$ cat src/rtl/uart_arb_pkg.sv
// uart_arb_pkg: shared FSM encoding, UART register map and timeout default for the bus arbiter
package uart_arb_pkg;
  typedef enum logic [1:0] {S_IDLE, S_WAIT, S_RESP} arb_state_t;
  localparam logic [2:0] UART_RHR = 3'd0;
  localparam logic [2:0] UART_THR = 3'd0;
  localparam logic [2:0] UART_IER = 3'd1;
  localparam logic [2:0] UART_ISR = 3'd2;
  localparam logic [2:0] UART_FCR = 3'd2;
  localparam logic [2:0] UART_LCR = 3'd3;
  localparam logic [2:0] UART_LSR = 3'd5;
  localparam int DEF_TIMEOUT_CYCLES = 16;
endpackage

$ cat src/rtl/uart_arb_rr.sv
// uart_arb_rr: two-way round-robin picker; the pointer favours the side not granted last
module uart_arb_rr (
  input  logic i_clk,
  input  logic i_rst_n,
  input  logic req0,
  input  logic req1,
  input  logic en,
  output logic valid,
  output logic sel
);
  logic prio;
  assign valid = req0 | req1;
  assign sel = (req0 & req1) ? prio : req1;
  always_ff @(posedge i_clk or negedge i_rst_n)
    if (!i_rst_n) prio <= 1'b0;
    else if (en && valid) prio <= ~sel;
endmodule

$ cat src/rtl/uart_bus_arbiter.sv
// uart_bus_arbiter: shares one UART register port between two requesters, one transaction at a time.
// Define UART_ARB_TIMEOUT_EN to force-complete a stalled WAIT after TIMEOUT_CYCLES with an error flag.
module uart_bus_arbiter
  import uart_arb_pkg::*;
#(
  parameter int TIMEOUT_CYCLES = DEF_TIMEOUT_CYCLES
) (
  input  logic       i_clk,
  input  logic       i_rst_n,
  input  logic       i_req0,
  input  logic       i_req1,
  input  logic       i_write0,
  input  logic       i_write1,
  input  logic [2:0] i_addr0,
  input  logic [2:0] i_addr1,
  input  logic [7:0] i_wdata0,
  input  logic [7:0] i_wdata1,
  output logic [7:0] o_rdata0,
  output logic [7:0] o_rdata1,
  output logic       o_dv0,
  output logic       o_dv1,
  output logic       o_err0,
  output logic       o_err1,
  output logic       o_uart_request,
  output logic       o_uart_write,
  output logic [2:0] o_uart_address,
  output logic [7:0] o_uart_data,
  input  logic [7:0] i_uart_data,
  input  logic       i_uart_data_DV
);
  arb_state_t state;
  logic gnt, rr_valid, rr_sel, timeout;
  logic [7:0] cap_data;
  uart_arb_rr u_rr (
    .i_clk   (i_clk),
    .i_rst_n (i_rst_n),
    .req0    (i_req0),
    .req1    (i_req1),
    .en      (state == S_IDLE),
    .valid   (rr_valid),
    .sel     (rr_sel)
  );
`ifdef UART_ARB_TIMEOUT_EN
  localparam int CW = $clog2(TIMEOUT_CYCLES + 1);
  localparam logic [CW-1:0] LAST = CW'(TIMEOUT_CYCLES - 1);
  logic [CW-1:0] cnt;
  always_ff @(posedge i_clk or negedge i_rst_n)
    if (!i_rst_n) cnt <= '0;
    else cnt <= (state == S_WAIT && !i_uart_data_DV && !timeout) ? cnt + 1'b1 : '0;
  assign timeout = state == S_WAIT && !i_uart_data_DV && cnt == LAST;
`else
  // WAIT never expires in this build; the comparison is constant false
  assign timeout = TIMEOUT_CYCLES < 0;
`endif
  assign cap_data = (o_uart_write || timeout) ? 8'h00 : i_uart_data;
  always_ff @(posedge i_clk or negedge i_rst_n) begin
    if (!i_rst_n) begin
      state          <= S_IDLE;
      gnt            <= 1'b0;
      o_uart_request <= 1'b0;
      o_uart_write   <= 1'b0;
      o_uart_address <= 3'd0;
      o_uart_data    <= 8'h00;
      o_rdata0       <= 8'h00;
      o_rdata1       <= 8'h00;
      o_dv0          <= 1'b0;
      o_dv1          <= 1'b0;
      o_err0         <= 1'b0;
      o_err1         <= 1'b0;
    end else begin
      o_uart_request <= 1'b0;
      o_dv0          <= 1'b0;
      o_dv1          <= 1'b0;
      case (state)
        S_IDLE: if (rr_valid) begin
          state          <= S_WAIT;
          gnt            <= rr_sel;
          o_uart_request <= 1'b1;
          o_uart_write   <= rr_sel ? i_write1 : i_write0;
          o_uart_address <= rr_sel ? i_addr1 : i_addr0;
          o_uart_data    <= rr_sel ? i_wdata1 : i_wdata0;
        end
        S_WAIT: if (i_uart_data_DV || timeout) begin
          state <= S_RESP;
          if (gnt) begin
            o_rdata1 <= cap_data;
            o_err1   <= timeout;
            o_dv1    <= 1'b1;
          end else begin
            o_rdata0 <= cap_data;
            o_err0   <= timeout;
            o_dv0    <= 1'b1;
          end
        end
        default: state <= S_IDLE;
      endcase
    end
  end
endmodule

$ cat config.mk
export PLATFORM = sky130hd
export DESIGN_NAME = uart_bus_arbiter
export DESIGN_NICKNAME = d
export VERILOG_FILES = /design/src/rtl/uart_arb_pkg.sv /design/src/rtl/uart_arb_rr.sv /design/src/rtl/uart_bus_arbiter.sv
export SDC_FILE = /design/constraint.sdc
export NUM_CORES = 1
export LEC_CHECK = 0
export CAP_MARGIN = 10
export CELL_PAD_IN_SITES_DETAIL_PLACEMENT = 0
export CELL_PAD_IN_SITES_GLOBAL_PLACEMENT = 1
export CORE_UTILIZATION = 30
export CTS_CLUSTER_DIAMETER = 100
export CTS_CLUSTER_SIZE = 24
export DETAILED_ROUTE_END_ITERATION = 10
export PLACE_DENSITY = 0.77
export SLEW_MARGIN = 15
export SYNTH_ARGS = -nofsm -noshare
export SYNTH_HDL_FRONTEND = slang
export SYNTH_SLANG_ARGS = --single-unit
$ cat constraint.sdc
create_clock -name i_clk -period 1.3 [get_ports i_clk]
set_input_delay 0.39 -clock i_clk [delete_from_list [all_inputs] [get_ports i_clk]]
set_output_delay 0.39 -clock i_clk [all_outputs]
set_load 0.05 [all_outputs]
==> impl_metrics.csv, run 1 <==
group,metric,value,unit
place,hpwl,2.913,mm
global_route,grt_pass1_wl,6.906,mm
setup_path,arrival,0.89,ns
floorplanning,io_pins,70,
place,port-buffer-count,67,
final_layout,fin_util,58.90,%
power_and_ir_drop,vdd_drop_max,1121,uV
final_layout,antennaDiodeCount,0,
sta,finalSetupViolCount,0,
min_path,holdCritPathClass,"in -> async",
setup_path,critPathTopFamily,"flip-flops",
setup_path,crit_buf_inv,1,
floorplanning,rows,25,
global_route,grtUsageTotal,17.18,%
job,drv_cap,0,
clock_network,clock_sinks,35,
route,drt_iter0_markers,45,
setup_path,worstSetupPathType,"reg -> out",
clock_network,path_clk_slew,0.08,ns
global_route,grt_pass1_vias,1439,
setup_path,reg2reg_to,"o_uart_data[4]",
place,gp_congestion,0.7903,
setup_path,path_cells,"buf_12",
route,final_antenna_net_count,0,
route,drt_wl_total,4.138,mm
floorplanning,start_util,31.76,%
floorplanning,die-area,0.005356,mm^2
yosys,synth_seq_cells,35,
place,placed_cells,291,
final_layout,finalNetCount,271,
route,drc_errors,0,
global_route,overflow,0,
clock_network,clock_latency,0.29,ns
yosys,synthCells,154,
clock_network,clk_path_buf_depth,2,
global_route,met3_usage,5.801,%
sta,finalClockSkew,0.01013,ns
global_route,antenna_found_initial,0,
route,drt-pass1-iter-count,4,
clock_network,cts-buffers-inserted,5,
clock_network,htree_levels,2,
yosys,syn_avg_cell_area,9.871,um^2
setup_path,r2r_setup_slack,0.13,ns
final_layout,fin_cells,302,
clock_network,hold_buffers,0,
outcome,status,"finished clean",
power_and_ir_drop,p_leak,1.223,nW
sta,fin_crit_sh,98.22,%
sta,clock.fmax,783.2,MHz
floorplanning,coreArea,0.004786,mm^2
setup_path,critPathLaunch,"o_uart_data[4]",
yosys,synth_area,0.001520,mm^2
global_route,grtUsageMet1,20.35,%
route,wl_per_cell,13.70,um
floorplanning,fp.dieH,73.19,um
floorplanning,die_w,73.19,um
setup_path,cpPeakStageDelay,0.43,ns
sta,rsz0062_at_grt,"true",
clock_network,cts_tree,"yes",
setup_path,cp-start-kind,"flop",
final_layout,syn_to_final_growth,85.43,%
setup_path,rr_startpoint,"state[0]",
route,dr_total_vias,1418,
yosys,yosysSeqAreaShare,57.61,%
final_layout,fillerInstances,400,
yosys,synth_cell_types,23,
global_route,top_usage_layer,"met2",
power_and_ir_drop,power_density,2490,mW/mm^2
sta,slew_viol_final,0,
setup_path,worstPathRequired,0.91,ns
final_layout,drive_above_1_share,28.09,%
global_route,use_met2,29.32,%
sta,hold_viol,0,
global_route,grt_max_degree,36,
setup_path,end_kind,"primary output",
setup_path,cpMaxStageDelayCell,"dfrtp_1",
yosys,synth_warnings,0,
setup_path,cp_max_fo,2,
setup_path,rr_worst_depth,4,
sta,post-route-min-period,1.277,ns
clock_network,cts_root_buffer,"clkbuf_8",
route,avgViaCountPerCell,4.695,
-- logic make-up (layout without fill, tap and decap cells) --
| group | after synthesis | count (layout) | synth area share [%] |
|---|---|---|---|
| buffers and inverters | 17 | 97 | 6.173 |
| AO/OA/AOI/OAI | 56 | 56 | 19.84 |
| other | 1 | 2 | 0.2467 |
| AND/OR/NAND/NOR | 45 | 45 | 16.13 |
| flip-flops | 35 | 35 | 57.61 |
-- state kept, by name, indices dropped and copies added, names as in the netlist --
register        flops
u_rr.prio           1
o_uart_data         8
o_rdata1            8
o_rdata0            8
gnt                 1
state               2
o_dv0               1
o_dv1               1
o_uart_address      3
o_uart_request      1
o_uart_write        1
-- cell usage after synthesis --
| library cell | count | share of area [%] |
|---|---|---|
| a21oi_1 | 13 | 4.3 |
| a31oi_1 | 13 | 5.3 |
| a32o_1 | 1 | 0.66 |
| buf_2 | 6 | 2.0 |
| buf_4 | 2 | 0.99 |
| buf_6 | 2 | 1.5 |
| clkbuf_1 | 2 | 0.49 |
| conb_1 | 1 | 0.25 |
| dfrtp_1 | 35 | 58 |
| inv_1 | 3 | 0.74 |
| inv_2 | 2 | 0.49 |
| nand2_1 | 16 | 4.0 |
| nand2_2 | 1 | 0.41 |
| nand2b_1 | 10 | 4.1 |
| nand3_1 | 12 | 4.0 |
| nand4b_2 | 1 | 0.99 |
| nand4bb_1 | 1 | 0.74 |
| nor2_1 | 1 | 0.25 |
| nor2_4 | 1 | 0.74 |
| nor2b_1 | 1 | 0.41 |
| o21ai_0 | 12 | 4.0 |
| o21ai_1 | 17 | 5.6 |
| or2_4 | 1 | 0.58 |
-- stage by stage --
stage	worst slack (ns)	instance area [um^2]	setup TNS [ns]	hold slack [ns]	total power, mW
after detailed placement	-0.3518	2664	-7.591	0.3669	6.107
after floorplan	0.1711	1524	0	0.09441	3.906
after global routing	-0.008398	2819	-0.03141	0.06180	7.363
after CTS	-0.003085	2801	-0.003085	0.05171	7.035
after global placement	-0.3155	2664	-7.174	0.3677	6.056
final	0.02317	2819	0	0.05497	7.020
-- cell type report --
type,count,area [um^2],area share (%)
Timing Repair Buffer,84,1159,41.10
Clock inverter,2,12.51,0.4439
Clock buffer,6,72.57,2.574
Inverter,5,21.27,0.7546
Tap cell,67,83.83,2.974
Sequential cell,35,877.1,31.11
Multi-Input combinational cell,103,593.1,21.04
-- per-layer routing --
metal | vias to the layer above | routed length [um]
met5 | - | 0
met4 | 0 | 46
met3 | 5 | 303
met2 | 66 | 1979
met1 | 655 | 1810
li1 | 692 | -
-- repair_timing --
item | CTS | global route
buffers inserted | 0 | 2
endpoints found under the setup margin | 9 | 17
resized for setup | 11 | 1
pin swaps | 2 | 1
cloned | 1 | 0
-- report_power, final --
part	switching, mW	leakage (nW)	total (mW)	internal [mW]
combinational	2.20	0.748	4.26	2.05
sequential	0.472	0.433	1.99	1.52
clock	0.398	0.0412	0.773	0.374
-- layout by cell type, fill, tap and decap left out, types with 2 or more instances in the layout --
master	instances
o21ai_0	11
nand2b_1	9
clkdlybuf4s50_1	33
dfrtp_1	34
buf_12	35
a21oi_1	12
nand2_1	16
a31oi_1	12
inv_1	3
clkbuf_8	5
conb_1	2
nand3_1	12
buf_4	12
o21ai_1	18
-- how the worst max path moves through the flow --
stage	to	slack, ns	cells after the start
after floorplan	o_rdata1[0]	0.17	4
after global placement	o_uart_data[1]	-0.32	5
after detailed placement	o_uart_data[4]	-0.35	6
after CTS	o_uart_data[5]	-0.003	1
after global routing	o_uart_data[2]	-0.008	1
final	o_uart_data[4]	0.02	1
No activity file was read; power rests on OpenSTA's default activity.
==> inputs of run 2 (changes only) <==
- CORE_ASPECT_RATIO: not set -> 0.8
==> impl_metrics.csv, run 2 (synthesis gave the netlist of run 1 again) <==
group,metric,value,unit
route,wl_per_cell,14.07,um
setup_path,cpMaxStageDelayCell,"dfrtp_2",
sta,finalSetupViolCount,0,
setup_path,rr_worst_depth,4,
setup_path,worstPathRequired,0.91,ns
floorplanning,rows,22,
global_route,antenna_found_initial,0,
sta,fin_crit_sh,98.79,%
clock_network,path_clk_slew,0.07,ns
clock_network,clk_path_buf_depth,2,
place,port-buffer-count,67,
setup_path,path_cells,"buf_12",
final_layout,reg.largest.list,"o_rdata0 (8), o_rdata1 (8), o_uart_data (8)",
floorplanning,fp.dieH,65.67,um
final_layout,layout_commonest_cell,"dfrtp_1",
route,drc_errors,0,
sta,rsz0062_at_grt,"true",
setup_path,cp-start-kind,"flop",
clock_network,cts-buffers-inserted,5,
global_route,overflow,0,
global_route,grt_pass1_vias,1414,
setup_path,worstSetupPathType,"reg -> out",
sta,finalClockSkew,0.005728,ns
place,placed_area,0.002638,mm^2
final_layout,layout_common_cells,"dfrtp_1, buf_12, clkdlybuf4s50_1",
floorplanning,io_pins,70,
final_layout,antennaDiodeCount,0,
route,final_antenna_net_count,0,
final_layout,drive_above_1_share,27.97,%
setup_path,reg2reg_to,"o_rdata0[5]",
clock_network,htree_levels,2,
floorplanning,die_w,81.59,um
place,pre_cts_ws,-0.4058,ns
route,avgViaCountPerCell,4.861,
setup_path,cp_max_fo,3,
setup_path,critPathTopFamily,"flip-flops",
final_layout,syn_to_final_growth,82.47,%
min_path,holdCritPathClass,"in -> async",
setup_path,arrival,0.89,ns
setup_path,rr_startpoint,"state[1]",
clock_network,cts_tree,"yes",
sta,slew_viol_final,0,
route,dr_total_vias,1439,
final_layout,fin_util,58.59,%
clock_network,cts_root_buffer,"clkbuf_8",
sta,hold_viol,0,
sta,clock.fmax,778.6,MHz
sta,post-route-min-period,1.284,ns
route,drt_iter0_markers,39,
floorplanning,coreArea,0.004735,mm^2
global_route,grt_pass1_wl,6.706,mm
clock_network,clock_sinks,35,
global_route,grt_max_degree,36,
sta,fin_ws,0.01567,ns
job,drv_cap,0,
floorplanning,die-area,0.005358,mm^2
global_route,grtUsageTotal,17.45,%
place,gp_congestion,0.7842,
setup_path,end_kind,"primary output",
final_layout,fillerInstances,411,
setup_path,crit_buf_inv,1,
clock_network,clock_latency,0.29,ns
final_layout,stdcell_area,0.002774,mm^2
power_and_ir_drop,p_leak,1.218,nW
clock_network,hold_buffers,0,
setup_path,r2r_setup_slack,0.10,ns
power_and_ir_drop,vdd_drop_max,1218,uV
place,hpwl,3.075,mm
setup_path,cpPeakStageDelay,0.45,ns
power_and_ir_drop,power_density,2524,mW/mm^2
floorplanning,start_util,32.11,%
outcome,status,"finished clean",
route,drt_wl_total,4.164,mm
final_layout,finalNetCount,272,
route,drt-pass1-iter-count,4,
## run 2: changes by cell type in the layout (fill, tap and decap cells not counted), sizes merged
cell and change:
dlygate4sd2 +1, clkinv -1, clkinvlp -1, clkbuf +2, clkdlybuf4s50 -1, or2 +1
## run 2: per-stage QoR
step | hold slack (ns) | std cells | TNS, ns | power (mW)
floorplan | 0.09441 | 155 | 0 | 3.906
global placement | 0.3689 | 285 | -8.155 | 6.056
detailed placement | 0.3612 | 285 | -9.154 | 6.120
CTS | 0.04620 | 294 | 0 | 7.029
global route | 0.04574 | 296 | -0.01194 | 7.341
finish | 0.04759 | 296 | 0 | 7.001
## run 2: per-layer routing
layer	wire length [um]	share of wire [%]	vias to the layer above	global-route usage, %
met2	1908	46	61	26.46
met4	87	2.1	0	7.456
li1	-	-	698	-
met1	1814	44	672	21.35
met5	0	0	-	0
met3	354	8.5	8	7.778
## run 2: report_power, final
part | switching (mW) | internal (mW)
Combinational | 2.13 | 2.00
Clock | 0.380 | 0.483
Sequential | 0.490 | 1.52
## run 2: layout make-up
type	count	area, um^2	share of cell area, %
Timing Repair Buffer	84	1130	40.73
Inverter	5	21.27	0.7668
Multi-Input combinational cell	104	570.5	20.57
Tap cell	60	75.07	2.706
Clock buffer	8	100.1	3.608
Sequential cell	35	877.1	31.62
## run 2: repair_timing
| action | in CTS | in global routing |
|---|---|---|
| buffers inserted | 0 | 1 |
| hold endpoints to repair | 0 | 0 |
| setup endpoints to repair | 14 | 8 |
| resized for setup | 6 | 2 |
| gates cloned | 1 | 1 |
| pin swaps | 1 | 0 |
## run 2: worst max path at each step
stage | slack, ns | start | endpoint | depth (start not counted)
3_5_place_dp | -0.41 | i_req1 | o_uart_data[5] | 5
6_report | 0.02 | o_uart_write | o_uart_write | 1
5_1_grt | -0.008 | o_uart_write | o_uart_write | 1
3_3_place_gp | -0.35 | i_req1 | o_uart_data[4] | 5
2_1_floorplan | 0.17 | state[1] | o_rdata1[0] | 4
4_1_cts | 0.0005 | o_uart_write | o_uart_write | 1
